File: src/rtl/alu_pipe_cc.sv
// Single-stage Y86 execute ALU (ADD/SUB/AND/XOR) with a registered output,
// valid/ready handshakes, an architectural condition-code register and a completed-op counter.
module alu_pipe_cc #(
  parameter int WIDTH = 64,
  parameter int CNT_W = 32
) (
  input  logic             clk,
  input  logic             rst,
  input  logic             in_valid,
  output logic             in_ready,
  input  logic [3:0]       in_fun,
  input  logic [WIDTH-1:0] in_a,
  input  logic [WIDTH-1:0] in_b,
  input  logic             in_set_cc,
  output logic             out_valid,
  input  logic             out_ready,
  output logic [WIDTH-1:0] out_e,
  output logic             out_zf,
  output logic             out_sf,
  output logic             out_of,
  output logic             out_err,
  output logic             cc_zf,
  output logic             cc_sf,
  output logic             cc_of,
  output logic [CNT_W-1:0] op_count
);

  localparam int MSB = WIDTH - 1;

  typedef enum logic [3:0] {
    FUN_ADD = 4'd0,
    FUN_SUB = 4'd1,
    FUN_AND = 4'd2,
    FUN_XOR = 4'd3
  } fun_e;

  logic             accept;
  logic             complete;
  logic [WIDTH-1:0] res_e;
  logic             res_zf;
  logic             res_sf;
  logic             res_of;
  logic             res_err;

  assign in_ready = !out_valid || out_ready;
  assign accept   = in_valid && in_ready;
  assign complete = out_valid && out_ready;

  always_comb begin
    // NOTE: every output gets a default before the case so no path leaves a latch.
    res_e   = '0;
    res_of  = 1'b0;
    res_err = 1'b0;
    case (in_fun)
      FUN_ADD: begin
        res_e  = in_b + in_a;
        res_of = (in_a[MSB] == in_b[MSB]) && (res_e[MSB] != in_a[MSB]);
      end
      FUN_SUB: begin
        res_e  = in_b - in_a;
        res_of = (in_a[MSB] != in_b[MSB]) && (res_e[MSB] != in_b[MSB]);
      end
      FUN_AND: res_e = in_a & in_b;
      FUN_XOR: res_e = in_a ^ in_b;
      default: res_err = 1'b1;
    endcase
    res_zf = (res_e == '0);
    res_sf = res_e[MSB];
  end

  // Result register: reload on accept (even when completing the same cycle), else drain.
  always_ff @(posedge clk or posedge rst) begin
    // NOTE: non-blocking assignments for all registered state so every flop samples pre-edge values.
    if (rst) begin
      out_valid <= 1'b0;
      out_e     <= '0;
      out_zf    <= 1'b0;
      out_sf    <= 1'b0;
      out_of    <= 1'b0;
      out_err   <= 1'b0;
    end else if (accept) begin
      out_valid <= 1'b1;
      out_e     <= res_e;
      out_zf    <= res_zf;
      out_sf    <= res_sf;
      out_of    <= res_of;
      out_err   <= res_err;
    end else if (complete) begin
      out_valid <= 1'b0;
    end
  end

  // CC tracks accepted ops immediately, independent of output backpressure.
  always_ff @(posedge clk or posedge rst) begin
    if (rst) begin
      cc_zf <= 1'b1;
      cc_sf <= 1'b0;
      cc_of <= 1'b0;
    end else if (accept && in_set_cc && !res_err) begin
      cc_zf <= res_zf;
      cc_sf <= res_sf;
      cc_of <= res_of;
    end
  end

  always_ff @(posedge clk or posedge rst) begin
    if (rst) begin
      op_count <= '0;
    end else if (complete) begin
      op_count <= op_count + CNT_W'(1);
    end
  end

endmodule

File: config.mk
export PLATFORM = sky130hd
export DESIGN_NAME = alu_pipe_cc
export DESIGN_NICKNAME = d
export VERILOG_FILES = /design/src/rtl/alu_pipe_cc.sv
export SDC_FILE = /design/constraint.sdc
export NUM_CORES = 1
export LEC_CHECK = 0
export ABC_AREA = 1
export BUFFER_PORTS_ARGS = -buffer_cell sky130_fd_sc_hd__buf_4
export CAP_MARGIN = 20
export CORE_MARGIN = 2
export CORE_UTILIZATION = 25
export CTS_BUF_LIST = sky130_fd_sc_hd__clkbuf_2 sky130_fd_sc_hd__clkbuf_4 sky130_fd_sc_hd__clkbuf_8
export DETAILED_ROUTE_END_ITERATION = 16
export GPL_TIMING_DRIVEN = 0
export SYNTH_ARGS = -nofsm -noshare
export SYNTH_HDL_FRONTEND = slang
export SYNTH_SLANG_ARGS = --single-unit
File: constraint.sdc
create_clock -name clk -period 9.25 [get_ports clk]
set_input_delay 2.3125 -clock clk [delete_from_list [all_inputs] [get_ports clk]]
set_output_delay 2.3125 -clock clk [all_outputs]
set_load 0.05 [all_outputs]
# ---- Word-level counts from Yosys, hierarchy flattened
# Index checks and enable logic that the tools add are counted.
dict set report totals {
  word_cells 39
  out_inout_bits 105
  reg_bits 104
}
dict set report op_classes {
  eq_ne 7
  n_reduce_logical 12
  n_mux 5
  bitwise_logic 2
  n_addsub 3
}
# op count
set op_table {}
lappend op_table {{$pmux W64 S4} 1}
lappend op_table {{$add A64 B64 Y64} 1}
lappend op_table {{$and A64 B64 Y64} 1}
lappend op_table {{$logic_not A64 Y1} 1}
lappend op_table {{$sub A64 B64 Y64} 1}
lappend op_table {{$xor A64 B64 Y64} 1}
lappend op_table {{$add A32 B1 Y32 const B} 1}
lappend op_table {{$eq A4 B2 Y1 const B} 2}
lappend op_table {{$logic_and A1 B1 Y1} 6}
lappend op_table {{$eq A4 B1 Y1 const B} 1}
lappend op_table {{$logic_not A4 Y1} 1}
lappend op_table {{$reduce_or A4 Y1} 1}
lappend op_table {{$mux W1} 3}
lappend op_table {{$ne A1 B1 Y1} 3}
lappend op_table {{$pmux W1 S2} 1}
lappend op_table {{$reduce_bool A2 Y1} 1}
lappend op_table {{$eq A1 B1 Y1} 1}
lappend op_table {{$logic_not A1 Y1} 1}
lappend op_table {{$logic_or A1 B1 Y1} 1}

# ---- Depth between registers and ports, before layout
# Gate-level depths: netlist of the first run.
dict set report depth {
  ltp_word 5
  ltp_mapped 25
  ltp_nobuf 25
}

# ---- Worst setup path before layout of the first run
# Ideal clock, no wire load.
dict set report synth_timing {
  path_kind {input -> output}
  startpoint {input port out_ready}
  endpoint {output port in_ready}
  arrival_ns 2.694
  setup_slack_ns 4.244
  t_required_ns 6.938
  cell_stages 2
  path_cell_list {inv_1 nand2_1}
}
dict set report synth_via {
  elab_chain_len 1
}
# element line_no
set synth_lines {}
lappend synth_lines {{start, declared} 16} ;# input logic out_ready,
lappend synth_lines {{$logic_or A1 B1 Y1} 45} ;# assign in_ready = !out_valid || out_ready;
lappend synth_lines {{end, declared} 10} ;# output logic in_ready,
# No other way between the ends.

# ---- Final worst setup path of the first run
dict set report layout_timing {
  startpoint {input port in_fun[3]}
  endpoint {register out_zf}
}
dict set report layout_via {
  elab_chain_len 3
  word_cells_on_any_way 6
}
# element line_no
set layout_lines {}
lappend layout_lines {{start, declared} 11} ;# input logic [3:0] in_fun,
lappend layout_lines {{$eq A4 B2 Y1, or another cell as far along} 54} ;# case (in_fun)
lappend layout_lines {{$pmux W64 S4 *} 54}
lappend layout_lines {{$logic_not A64 Y1 *} 67} ;# res_zf = (res_e == '0);
lappend layout_lines {{end signal, assigned} 84} ;# out_zf <= res_zf;
lappend layout_lines {{end, declared} 18} ;# output logic out_zf,
# Every way passes the cells marked *; elsewhere a longest branch is shown, timed or not.
# A chain may end at the register's enable or synchronous reset.

==> results of run 1 <==
==> routing by layer <==
layer | track usage | vias to the layer above
met5 | 0 | -
met4 | 0.0824 | 2
met3 | 0.0352 | 160
met2 | 0.408 | 857
met1 | 0.290 | 10000
li1 | - | 10900
==> cells by family (layout without fill, tap and decap cells) <==
| kind of cell | count (synthesis) | count (layout) | synth area share |
|---|---|---|---|
| buffers and inverters | 877 | 1133 | 0.194 |
| flip-flops | 103 | 103 | 0.143 |
| XOR/XNOR | 28 | 28 | 0.0136 |
| AND/OR/NAND/NOR | 1999 | 1999 | 0.463 |
| AO/OA/AOI/OAI | 313 | 313 | 0.0960 |
| adder cells (fa/ha/maj) | 130 | 130 | 0.0907 |
| other | 0 | 1 | 0 |
==> cell usage in the layout, fill, tap and decap left out, drive strengths merged, types with 7 or more instances in the layout <==
master,instances
nor3,35
o21ai,97
xnor2,8
clkinv,8
o22ai,41
buf,311
a22oi,7
nand2,1339
a31oi,8
nand3,247
clkbuf,31
inv,782
ha,128
a21oi,129
dfrtp,102
nand4,34
nand3b,18
nor2,311
xor2,20
o21bai,15
==> power by group through the flow <==
| stage | Sequential [W] | Combinational (W) | Clock (W) |
|---|---|---|---|
| floorplan | 0.000705 | 0.000659 | 0 |
| global placement | 0.000547 | 0.00128 | 0 |
| detailed placement | 0.000547 | 0.00129 | 0 |
| CTS | 0.000538 | 0.00129 | 0.000291 |
| global route | 0.000545 | 0.00142 | 0.000310 |
| finish | 0.000538 | 0.00131 | 0.000281 |
==> final cells by class <==
cell class,instances,area (um^2)
antenna,1,2.50
buffer,93,568
clock buffer,9,124
clock inverter,7,66.3
fill,8516,50300
inverter,784,2950
multi-input combinational,2470,12000
sequential,103,2580
tap,950,1190
timing repair buffer,240,1820
==> worst paths after layout <==
| check | end | depth (start not counted) | start |
|---|---|---|---|
| setup / recovery | out_zf | 15 | in_fun[3] |
| hold / removal | cc_zf | 2 | cc_zf |
| setup reg to reg | op_count[28] | 14 | op_count[0] |
| hold reg to reg | cc_zf | 2 | cc_zf |
| max in group asynchronous | cc_zf | 3 | rst |
| min in group asynchronous | out_e[50] | 2 | rst |
==> worst max-delay path: stages <==
cell	delay, ns
sky130_fd_sc_hd__buf_4	0.11
sky130_fd_sc_hd__nor2_1	0.18
sky130_fd_sc_hd__nand2_1	0.36
sky130_fd_sc_hd__nor2_1	0.40
sky130_fd_sc_hd__buf_2	0.49
sky130_fd_sc_hd__buf_1	0.82
sky130_fd_sc_hd__nand3_1	0.20
sky130_fd_sc_hd__nand3_1	0.32
sky130_fd_sc_hd__nor2_1	0.07
sky130_fd_sc_hd__nand2_1	0.07
sky130_fd_sc_hd__nor2_1	0.06
sky130_fd_sc_hd__nand2_1	0.08
sky130_fd_sc_hd__nor2_2	0.05
sky130_fd_sc_hd__nand3_1	0.07
sky130_fd_sc_hd__nand2_1	0.05
==> synth_stat cells, types with 7 or more instances <==
cell type,number
sky130_fd_sc_hd__o21bai_1,15
sky130_fd_sc_hd__clkbuf_1,19
sky130_fd_sc_hd__a31oi_1,8
sky130_fd_sc_hd__inv_2,28
sky130_fd_sc_hd__buf_6,15
sky130_fd_sc_hd__buf_4,19
sky130_fd_sc_hd__nand2_1,1323
sky130_fd_sc_hd__buf_2,25
sky130_fd_sc_hd__a21oi_1,129
sky130_fd_sc_hd__xnor2_1,8
sky130_fd_sc_hd__nand3b_1,18
sky130_fd_sc_hd__inv_1,751
sky130_fd_sc_hd__dfrtp_1,102
sky130_fd_sc_hd__ha_1,128
sky130_fd_sc_hd__a22oi_1,7
sky130_fd_sc_hd__nor3_1,22
sky130_fd_sc_hd__nand4_1,34
sky130_fd_sc_hd__nor3_2,13
sky130_fd_sc_hd__nor2_2,50
sky130_fd_sc_hd__buf_1,12
sky130_fd_sc_hd__nor2_1,255
sky130_fd_sc_hd__o22ai_1,41
sky130_fd_sc_hd__nand3_1,243
sky130_fd_sc_hd__xor2_1,20
sky130_fd_sc_hd__o21ai_0,96
sky130_fd_sc_hd__nand2_2,16
==> flip-flops by register name (all words and copies together) (netlist names) <==
register	count
out_valid	1
cc_of	1
op_count	32
cc_sf	1
cc_zf	1
out_of	1
out_zf	1
out_err	1
out_e	64
==> through the flow <==
stage          instances  area (um^2)   util  worst slack, ns
2_1_floorplan       3450        18100      -             4.24
3_3_place_gp        4639        21100  0.294             2.85
3_5_place_dp        4640        21100  0.295             3.56
4_1_cts             4656        21300  0.297             3.96
5_1_grt             4656        21300  0.297             3.65
6_report            4657        21300  0.297             3.85
==> metrics.txt, run 1 <==
# TYPE chip_impl_metric gauge
chip_impl_metric{name="post-layout-total-power",unit="W"} 0.00213
chip_impl_info{name="largest_cells_by_area_after_synthesis",value="sky130_fd_sc_hd__nand2_1 27%, sky130_fd_sc_hd__inv_1 16%, sky130_fd_sc_hd__dfrtp_1 14%"} 1
chip_impl_metric{name="grt_pass1_vias",unit=""} 20600
chip_impl_metric{name="initial_antenna_violation_count",unit=""} 1
chip_impl_metric{name="dr_wl_met2",unit="mm"} 42.4
chip_impl_metric{name="finalHoldViolations",unit=""} 0
chip_impl_metric{name="regToRegSetupSlack",unit="ns"} 6.87
chip_impl_metric{name="post-cts-setup-buffer-count",unit=""} 0
chip_impl_metric{name="drt-total-wl",unit="mm"} 89.5
chip_impl_metric{name="fmax",unit="MHz"} 185
chip_impl_metric{name="via_count",unit=""} 22000
chip_impl_metric{name="synthesis.instances",unit=""} 3450
chip_impl_metric{name="floorplan.initialDensity",unit=""} 0.253
chip_impl_metric{name="tightestPinTransition",unit="ns"} 1.13
chip_impl_metric{name="cap_violations",unit=""} 0
chip_impl_metric{name="worst-endpoint-arrival",unit="ns"} 5.68
chip_impl_metric{name="detail_route.vias_per_cell",unit=""} 4.72
chip_impl_metric{name="cts.sinks",unit=""} 103
chip_impl_metric{name="remaining_drc_errors",unit=""} 0
chip_impl_metric{name="post_cts_resized",unit=""} 0
chip_impl_info{name="cp-start-kind",value="input pin"} 1
chip_impl_metric{name="report.final.slew_viol_count",unit=""} 0
chip_impl_metric{name="vertical_extent_of_the_die",unit="um"} 273
chip_impl_info{name="endpoint_type_of_the_worst_setup_path",value="flip-flop"} 1
chip_impl_metric{name="syn_area_per_cell",unit="um^2"} 5.24
chip_impl_metric{name="std_cell_rows",unit=""} 98
chip_impl_info{name="dominantRegCellSynth",value="sky130_fd_sc_hd__dfrtp_1"} 1
chip_impl_metric{name="standard_cell_core_area",unit="um^2"} 71600
chip_impl_metric{name="cts-buffers-inserted",unit=""} 9
chip_impl_metric{name="holdBufCountCts",unit=""} 0
chip_impl_metric{name="floorplan.die_area",unit="um^2"} 74500
chip_impl_metric{name="post_synth_num_cell_types",unit=""} 46
chip_impl_metric{name="setup_tns_final",unit="ns"} 0
chip_impl_metric{name="synth_warn",unit=""} 0
chip_impl_metric{name="gp_congestion",unit=""} 1.01
chip_impl_metric{name="synthArstFlopShare",unit=""} 1.00
chip_impl_metric{name="grt.total_usage",unit=""} 0.233
chip_impl_info{name="yosysTopAreaCell",value="sky130_fd_sc_hd__nand2_1"} 1
chip_impl_info{name="clock_tree_from_tritoncts",value="done"} 1
chip_impl_metric{name="max-clock-path-buffers",unit=""} 2
chip_impl_metric{name="die_width",unit="um"} 273
chip_impl_metric{name="final_nets",unit=""} 3968
chip_impl_metric{name="finalSetupViolCount",unit=""} 0
chip_impl_info{name="hold_path_class",value="reg2reg"} 1
chip_impl_metric{name="final_antenna_violating_net_count",unit=""} 0
chip_impl_metric{name="firstDrtPassIters",unit=""} 7
chip_impl_metric{name="switching_power",unit="W"} 0.00115
chip_impl_metric{name="htree_num_levels",unit=""} 3
chip_impl_metric{name="final_skew",unit="ns"} 0.0132
chip_impl_metric{name="crit_path_max_fanout",unit=""} 10
chip_impl_metric{name="wl_per_cell",unit="um"} 19.2
chip_impl_info{name="outcome",value="finished, final reports clean"} 1
chip_impl_metric{name="detailedRoute.firstIterationViolations",unit=""} 2317
chip_impl_metric{name="place_hpwl",unit="mm"} 78.2
chip_impl_metric{name="detailroute.wirelength.met3",unit="mm"} 6.88
chip_impl_metric{name="placement.io_buffers",unit=""} 239
chip_impl_metric{name="vdd.ir_drop.worst",unit="V"} 0.000220
chip_impl_metric{name="largest_net_degree_at_the_start_of_global_routing",unit=""} 61
chip_impl_metric{name="clock_pin_slew_of_the_registers_on_the_worst_case_setup_and_hold_paths",unit="ns"} 0.11
chip_impl_info{name="rsz_0062_raised_after_global_routing",value="no"} 1
chip_impl_info{name="timing_worst_setup_path_type",value="in2reg"} 1
chip_impl_metric{name="synth_seq_area_share",unit=""} 0.143
chip_impl_metric{name="final_critical_delay_including_setup_and_external_delays",unit="ns"} 5.40
chip_impl_metric{name="final_min_period_over_clock_period",unit=""} 0.584
chip_impl_metric{name="globalRouteOverflowTotal",unit=""} 0
chip_impl_metric{name="slew-limit-headroom",unit=""} 0.246
chip_impl_metric{name="timing.critical_path.required",unit="ns"} 9.52
chip_impl_metric{name="route.layer.met1.wl",unit="mm"} 36.6
chip_impl_metric{name="power.share.combinational",unit=""} 0.615
chip_impl_metric{name="static-leakage-power",unit="nW"} 12.6
chip_impl_metric{name="synth_enable_flop_cells",unit=""} 0
chip_impl_metric{name="synthDominantCellAreaShare",unit=""} 0.275
chip_impl_info{name="clock-root-buffer",value="sky130_fd_sc_hd__clkbuf_8"} 1
chip_impl_metric{name="synthesis_to_finish_area_growth",unit="%"} 17.7
chip_impl_metric{name="grt_pass1_wl",unit="mm"} 130
chip_impl_metric{name="synth-seq-cells",unit=""} 103
chip_impl_metric{name="power_per_cell_area",unit="nW/um^2"} 99.9
chip_impl_metric{name="power_share_of_the_sequential_group",unit=""} 0.253
chip_impl_info{name="topRoutingLayerUsed",value="met5"} 1
chip_impl_metric{name="hold_slack",unit="ns"} 0.476
chip_impl_metric{name="power.share.switching",unit=""} 0.543
chip_impl_metric{name="cellInternalPower",unit="W"} 0.000972
chip_impl_metric{name="layout-drive-gt1-share",unit=""} 0.119
chip_impl_metric{name="worst_skew_pair.late_latency",unit="ns"} 0.38
chip_impl_metric{name="synth.net_count",unit=""} 3717
chip_impl_metric{name="power.share.clock",unit=""} 0.132
chip_impl_metric{name="io_pins",unit=""} 242
chip_impl_metric{name="synth.cell_area",unit="um^2"} 18100
Power figures use the tool's default switching activity.
==> inputs of run 2 (changes only) <==
- ABC_AREA: 1 -> 0
- clock period: 9.25 -> 5.6 ns (I/O delays scaled with it)
==> metrics.txt, run 2 <==
# TYPE chip_impl_metric gauge
chip_impl_metric{name="remaining_drc_errors",unit=""} 0
chip_impl_metric{name="gp_congestion",unit=""} 1.06
chip_impl_info{name="cp-start-kind",value="input pin"} 1
chip_impl_info{name="crit_chain",value="buf_4 > or2_2 > clkbuf_1 > nor2_1 > clkbuf_2 > clkdlybuf4s15_2 > buf_1 > clkbuf_1 > nand3_1 > o211ai_1 > nor4_2 > nand4_1 > o41ai_2"} 1
chip_impl_metric{name="cts-buffers-inserted",unit=""} 9
chip_impl_metric{name="fmax",unit="MHz"} 179
chip_impl_metric{name="slew-limit-headroom",unit=""} 0.164
chip_impl_metric{name="holdBufCountCts",unit=""} 0
chip_impl_metric{name="final_min_period_over_clock_period",unit=""} 0.997
chip_impl_info{name="timing_worst_setup_path_type",value="in2reg"} 1
chip_impl_info{name="clock-root-buffer",value="sky130_fd_sc_hd__clkbuf_8"} 1
chip_impl_metric{name="final_antenna_violating_net_count",unit=""} 0
chip_impl_metric{name="synthArstFlopShare",unit=""} 1.00
chip_impl_metric{name="layout-drive-gt1-share",unit=""} 0.187
chip_impl_metric{name="tightestPinTransition",unit="ns"} 1.25
chip_impl_info{name="yosysTopAreaCell",value="sky130_fd_sc_hd__dfrtp_1"} 1
chip_impl_metric{name="synth.net_count",unit=""} 2452
chip_impl_metric{name="cts.sinks",unit=""} 103
chip_impl_metric{name="global_route.usage.met2",unit=""} 0.394
chip_impl_info{name="final_common_cell",value="sky130_fd_sc_hd__nand2_1"} 1
chip_impl_info{name="layout_common_cells",value="284 x sky130_fd_sc_hd__nand2_1, 260 x sky130_fd_sc_hd__buf_4, 218 x sky130_fd_sc_hd__a21oi_1, 174 x sky130_fd_sc_hd__nor2_1, 148 x sky130_fd_sc_hd__inv_1"} 1
chip_impl_info{name="endpoint_type_of_the_worst_setup_path",value="flip-flop"} 1
chip_impl_metric{name="firstDrtPassIters",unit=""} 6
chip_impl_metric{name="setup_tns_final",unit="ns"} 0
chip_impl_metric{name="worst_skew_pair.late_latency",unit="ns"} 0.38
chip_impl_metric{name="synth_enable_flop_cells",unit=""} 0
chip_impl_metric{name="initial_antenna_violation_count",unit=""} 1
chip_impl_metric{name="global_route.usage.met1",unit=""} 0.367
chip_impl_info{name="synth.most_common_cell",value="sky130_fd_sc_hd__nand2_1"} 1
chip_impl_metric{name="vertical_extent_of_the_die",unit="um"} 251
chip_impl_info{name="cp_slowest_cell",value="sky130_fd_sc_hd__clkbuf_1"} 1
chip_impl_metric{name="post_synth_num_cell_types",unit=""} 102
chip_impl_metric{name="synth_warn",unit=""} 0
chip_impl_metric{name="grt.total_usage",unit=""} 0.266
chip_impl_metric{name="largest_register_ffs",unit=""} 64
chip_impl_info{name="largest-register",value="out_e"} 1
chip_impl_metric{name="synth.cell_area",unit="um^2"} 15300
chip_impl_metric{name="synth_seq_area_share",unit=""} 0.169
chip_impl_metric{name="grt.met3_usage",unit=""} 0.0627
chip_impl_metric{name="max-clock-path-buffers",unit=""} 2
chip_impl_metric{name="grt_pass1_wl",unit="mm"} 125
chip_impl_metric{name="design_area",unit="um^2"} 19000
chip_impl_info{name="commonest_cells_post_synth",value="284 x sky130_fd_sc_hd__nand2_1, 225 x sky130_fd_sc_hd__a21oi_1, 175 x sky130_fd_sc_hd__nor2_1"} 1
chip_impl_metric{name="postLayoutCoreUtil",unit=""} 0.316
chip_impl_metric{name="detail_route.vias_per_cell",unit=""} 6.02
chip_impl_metric{name="final_critical_delay_including_setup_and_external_delays",unit="ns"} 5.59
chip_impl_metric{name="std_cell_rows",unit=""} 90
chip_impl_metric{name="crit_path_max_fanout",unit=""} 10
chip_impl_info{name="gr-max-usage-layer",value="met2"} 1
chip_impl_metric{name="report.final.slew_viol_count",unit=""} 0
chip_impl_metric{name="final_skew",unit="ns"} 0.0187
chip_impl_metric{name="power_per_cell_area",unit="nW/um^2"} 194
chip_impl_metric{name="synth-seq-cells",unit=""} 103
chip_impl_metric{name="grt_pass1_vias",unit=""} 18300
chip_impl_metric{name="via_count",unit=""} 19500
chip_impl_metric{name="clock_pin_slew_of_the_registers_on_the_worst_case_setup_and_hold_paths",unit="ns"} 0.10
chip_impl_metric{name="final_nets",unit=""} 2721
chip_impl_metric{name="cap_violations",unit=""} 0
chip_impl_metric{name="synthesis_to_finish_area_growth",unit="%"} 24.7
chip_impl_metric{name="dp_worst_setup_slack",unit="ns"} -1.29
chip_impl_metric{name="static-leakage-power",unit="nW"} 8.02
chip_impl_metric{name="crit_path_max_incr_delay",unit="ns"} 0.68
chip_impl_metric{name="place_hpwl",unit="mm"} 72.0
chip_impl_metric{name="finalHoldViolations",unit=""} 0
chip_impl_info{name="largest_cells_by_area_after_synthesis",value="sky130_fd_sc_hd__dfrtp_1 17%, sky130_fd_sc_hd__ha_1 10%, sky130_fd_sc_hd__a21oi_1 7.4%"} 1
chip_impl_info{name="critical-path-top-cell-by-count",value="sky130_fd_sc_hd__clkbuf_1"} 1
chip_impl_metric{name="dp_cells",unit=""} 3211
chip_impl_metric{name="floorplan.die_area",unit="um^2"} 63100
chip_impl_info{name="clock_tree_from_tritoncts",value="done"} 1
chip_impl_metric{name="standard_cell_core_area",unit="um^2"} 60400
chip_impl_info{name="top_regs",value="out_e: 64 flops, op_count: 32 flops"} 1
chip_impl_metric{name="hold_path_depth",unit=""} 1
chip_impl_metric{name="floorplan.initialDensity",unit=""} 0.253
chip_impl_metric{name="vdd.ir_drop.worst",unit="V"} 0.000101
chip_impl_metric{name="htree_num_levels",unit=""} 3
chip_impl_metric{name="largest_net_degree_at_the_start_of_global_routing",unit=""} 57
chip_impl_info{name="dominantRegCellSynth",value="sky130_fd_sc_hd__dfrtp_1"} 1
chip_impl_metric{name="worst_r2r_path_depth",unit=""} 10
chip_impl_metric{name="antenna_cells",unit=""} 0
chip_impl_metric{name="layoutNonFillerInstCount",unit=""} 3241
chip_impl_metric{name="placement.io_buffers",unit=""} 241
chip_impl_metric{name="finalSetupViolCount",unit=""} 0
chip_impl_metric{name="worst-endpoint-arrival",unit="ns"} 5.82
chip_impl_metric{name="syn_area_per_cell",unit="um^2"} 6.99
chip_impl_metric{name="io_pins",unit=""} 242
chip_impl_metric{name="regToRegSetupSlack",unit="ns"} 2.82
chip_impl_metric{name="globalRouteOverflowTotal",unit=""} 0
chip_impl_metric{name="dpl-instance-area",unit="um^2"} 18100
chip_impl_metric{name="wl_per_cell",unit="um"} 27.0
chip_impl_metric{name="synthDominantCellAreaShare",unit=""} 0.167
chip_impl_metric{name="drt-total-wl",unit="mm"} 87.6
chip_impl_info{name="hold_path_class",value="reg2reg"} 1
chip_impl_metric{name="die_width",unit="um"} 251
chip_impl_metric{name="synthesis.instances",unit=""} 2185
chip_impl_metric{name="timing.final.ws_setup",unit="ns"} 0.0143
chip_impl_metric{name="detailedRoute.firstIterationViolations",unit=""} 2745
chip_impl_info{name="outcome",value="finished, final reports clean"} 1
chip_impl_metric{name="timing.critical_path.required",unit="ns"} 5.83
[run 2: cell count changes after synthesis, sizes merged, moves of 57 or more]
cell	before	now
nand2	1339	284
clkbuf	22	89
nand3	247	60
inv	779	149
a21oi	129	225
o31ai	0	57
nor2	311	175
[run 2: final cells by class]
type                       instances  area (um^2)
fill                            6709        41300
multi-input combinational       1804        12100
sequential                       103         2580
timing repair buffer             260         1970
tap                              782          978
buffer                           126          624
inverter                         150          566
clock buffer                      10          138
clock inverter                     6         73.8
[run 2: path summary, 6_finish.rpt]
| path | startpoint | to |
|---|---|---|
| setup reg to reg | out_valid | op_count[29] |
| setup / recovery | in_fun[3] | out_zf |
| max in group asynchronous | rst | out_err |
| min in group asynchronous | rst | op_count[8] |
| hold / removal | op_count[31] | op_count[31] |
| hold reg to reg | op_count[31] | op_count[31] |
[run 2: worst max-delay path, delay by kind of cell]
kind	cells	cell delay [ns]
buf+inv	6	2.83
compound gates	2	0.59
simple gates	5	0.96
[run 2: kinds of logic after synthesis]
kind of cell,Yosys count,share of synthesized area
buf+inv,278,0.0744
xor+xnor,53,0.0304
simple gates,805,0.253
mux,32,0.0219
flops,103,0.169
fa+ha+maj,130,0.107
compound gates,784,0.344
[run 2: metrics by stage]
stage / hold slack, ns / power [W]
finish: 0.480 / 0.00369
floorplan: 0.580 / 0.00225
CTS: 0.483 / 0.00358
detailed placement: 0.464 / 0.00304
global placement: 0.457 / 0.00304
global route: 0.513 / 0.00386
[run 2: timing repair]
action,4_1_cts,5_1_grt
resized for setup,71,72
endpoints found under the setup margin,15,2
setup buffers,2,13
cloned,0,0
pin swaps,5,17
[run 2: per-layer routing]
metal | share of wire | vias up
li1 | - | 8692
met2 | 0.41 | 1319
met1 | 0.42 | 9256
met4 | 0.049 | 2
met5 | 0.00018 | -
met3 | 0.12 | 232
[run 2: power breakdown]
part           total, W  switching, W  internal (W)
registers      0.000908     0.0000770      0.000831
logic           0.00228       0.00159      0.000695
clock network  0.000502      0.000277      0.000225
total           0.00369       0.00194       0.00175
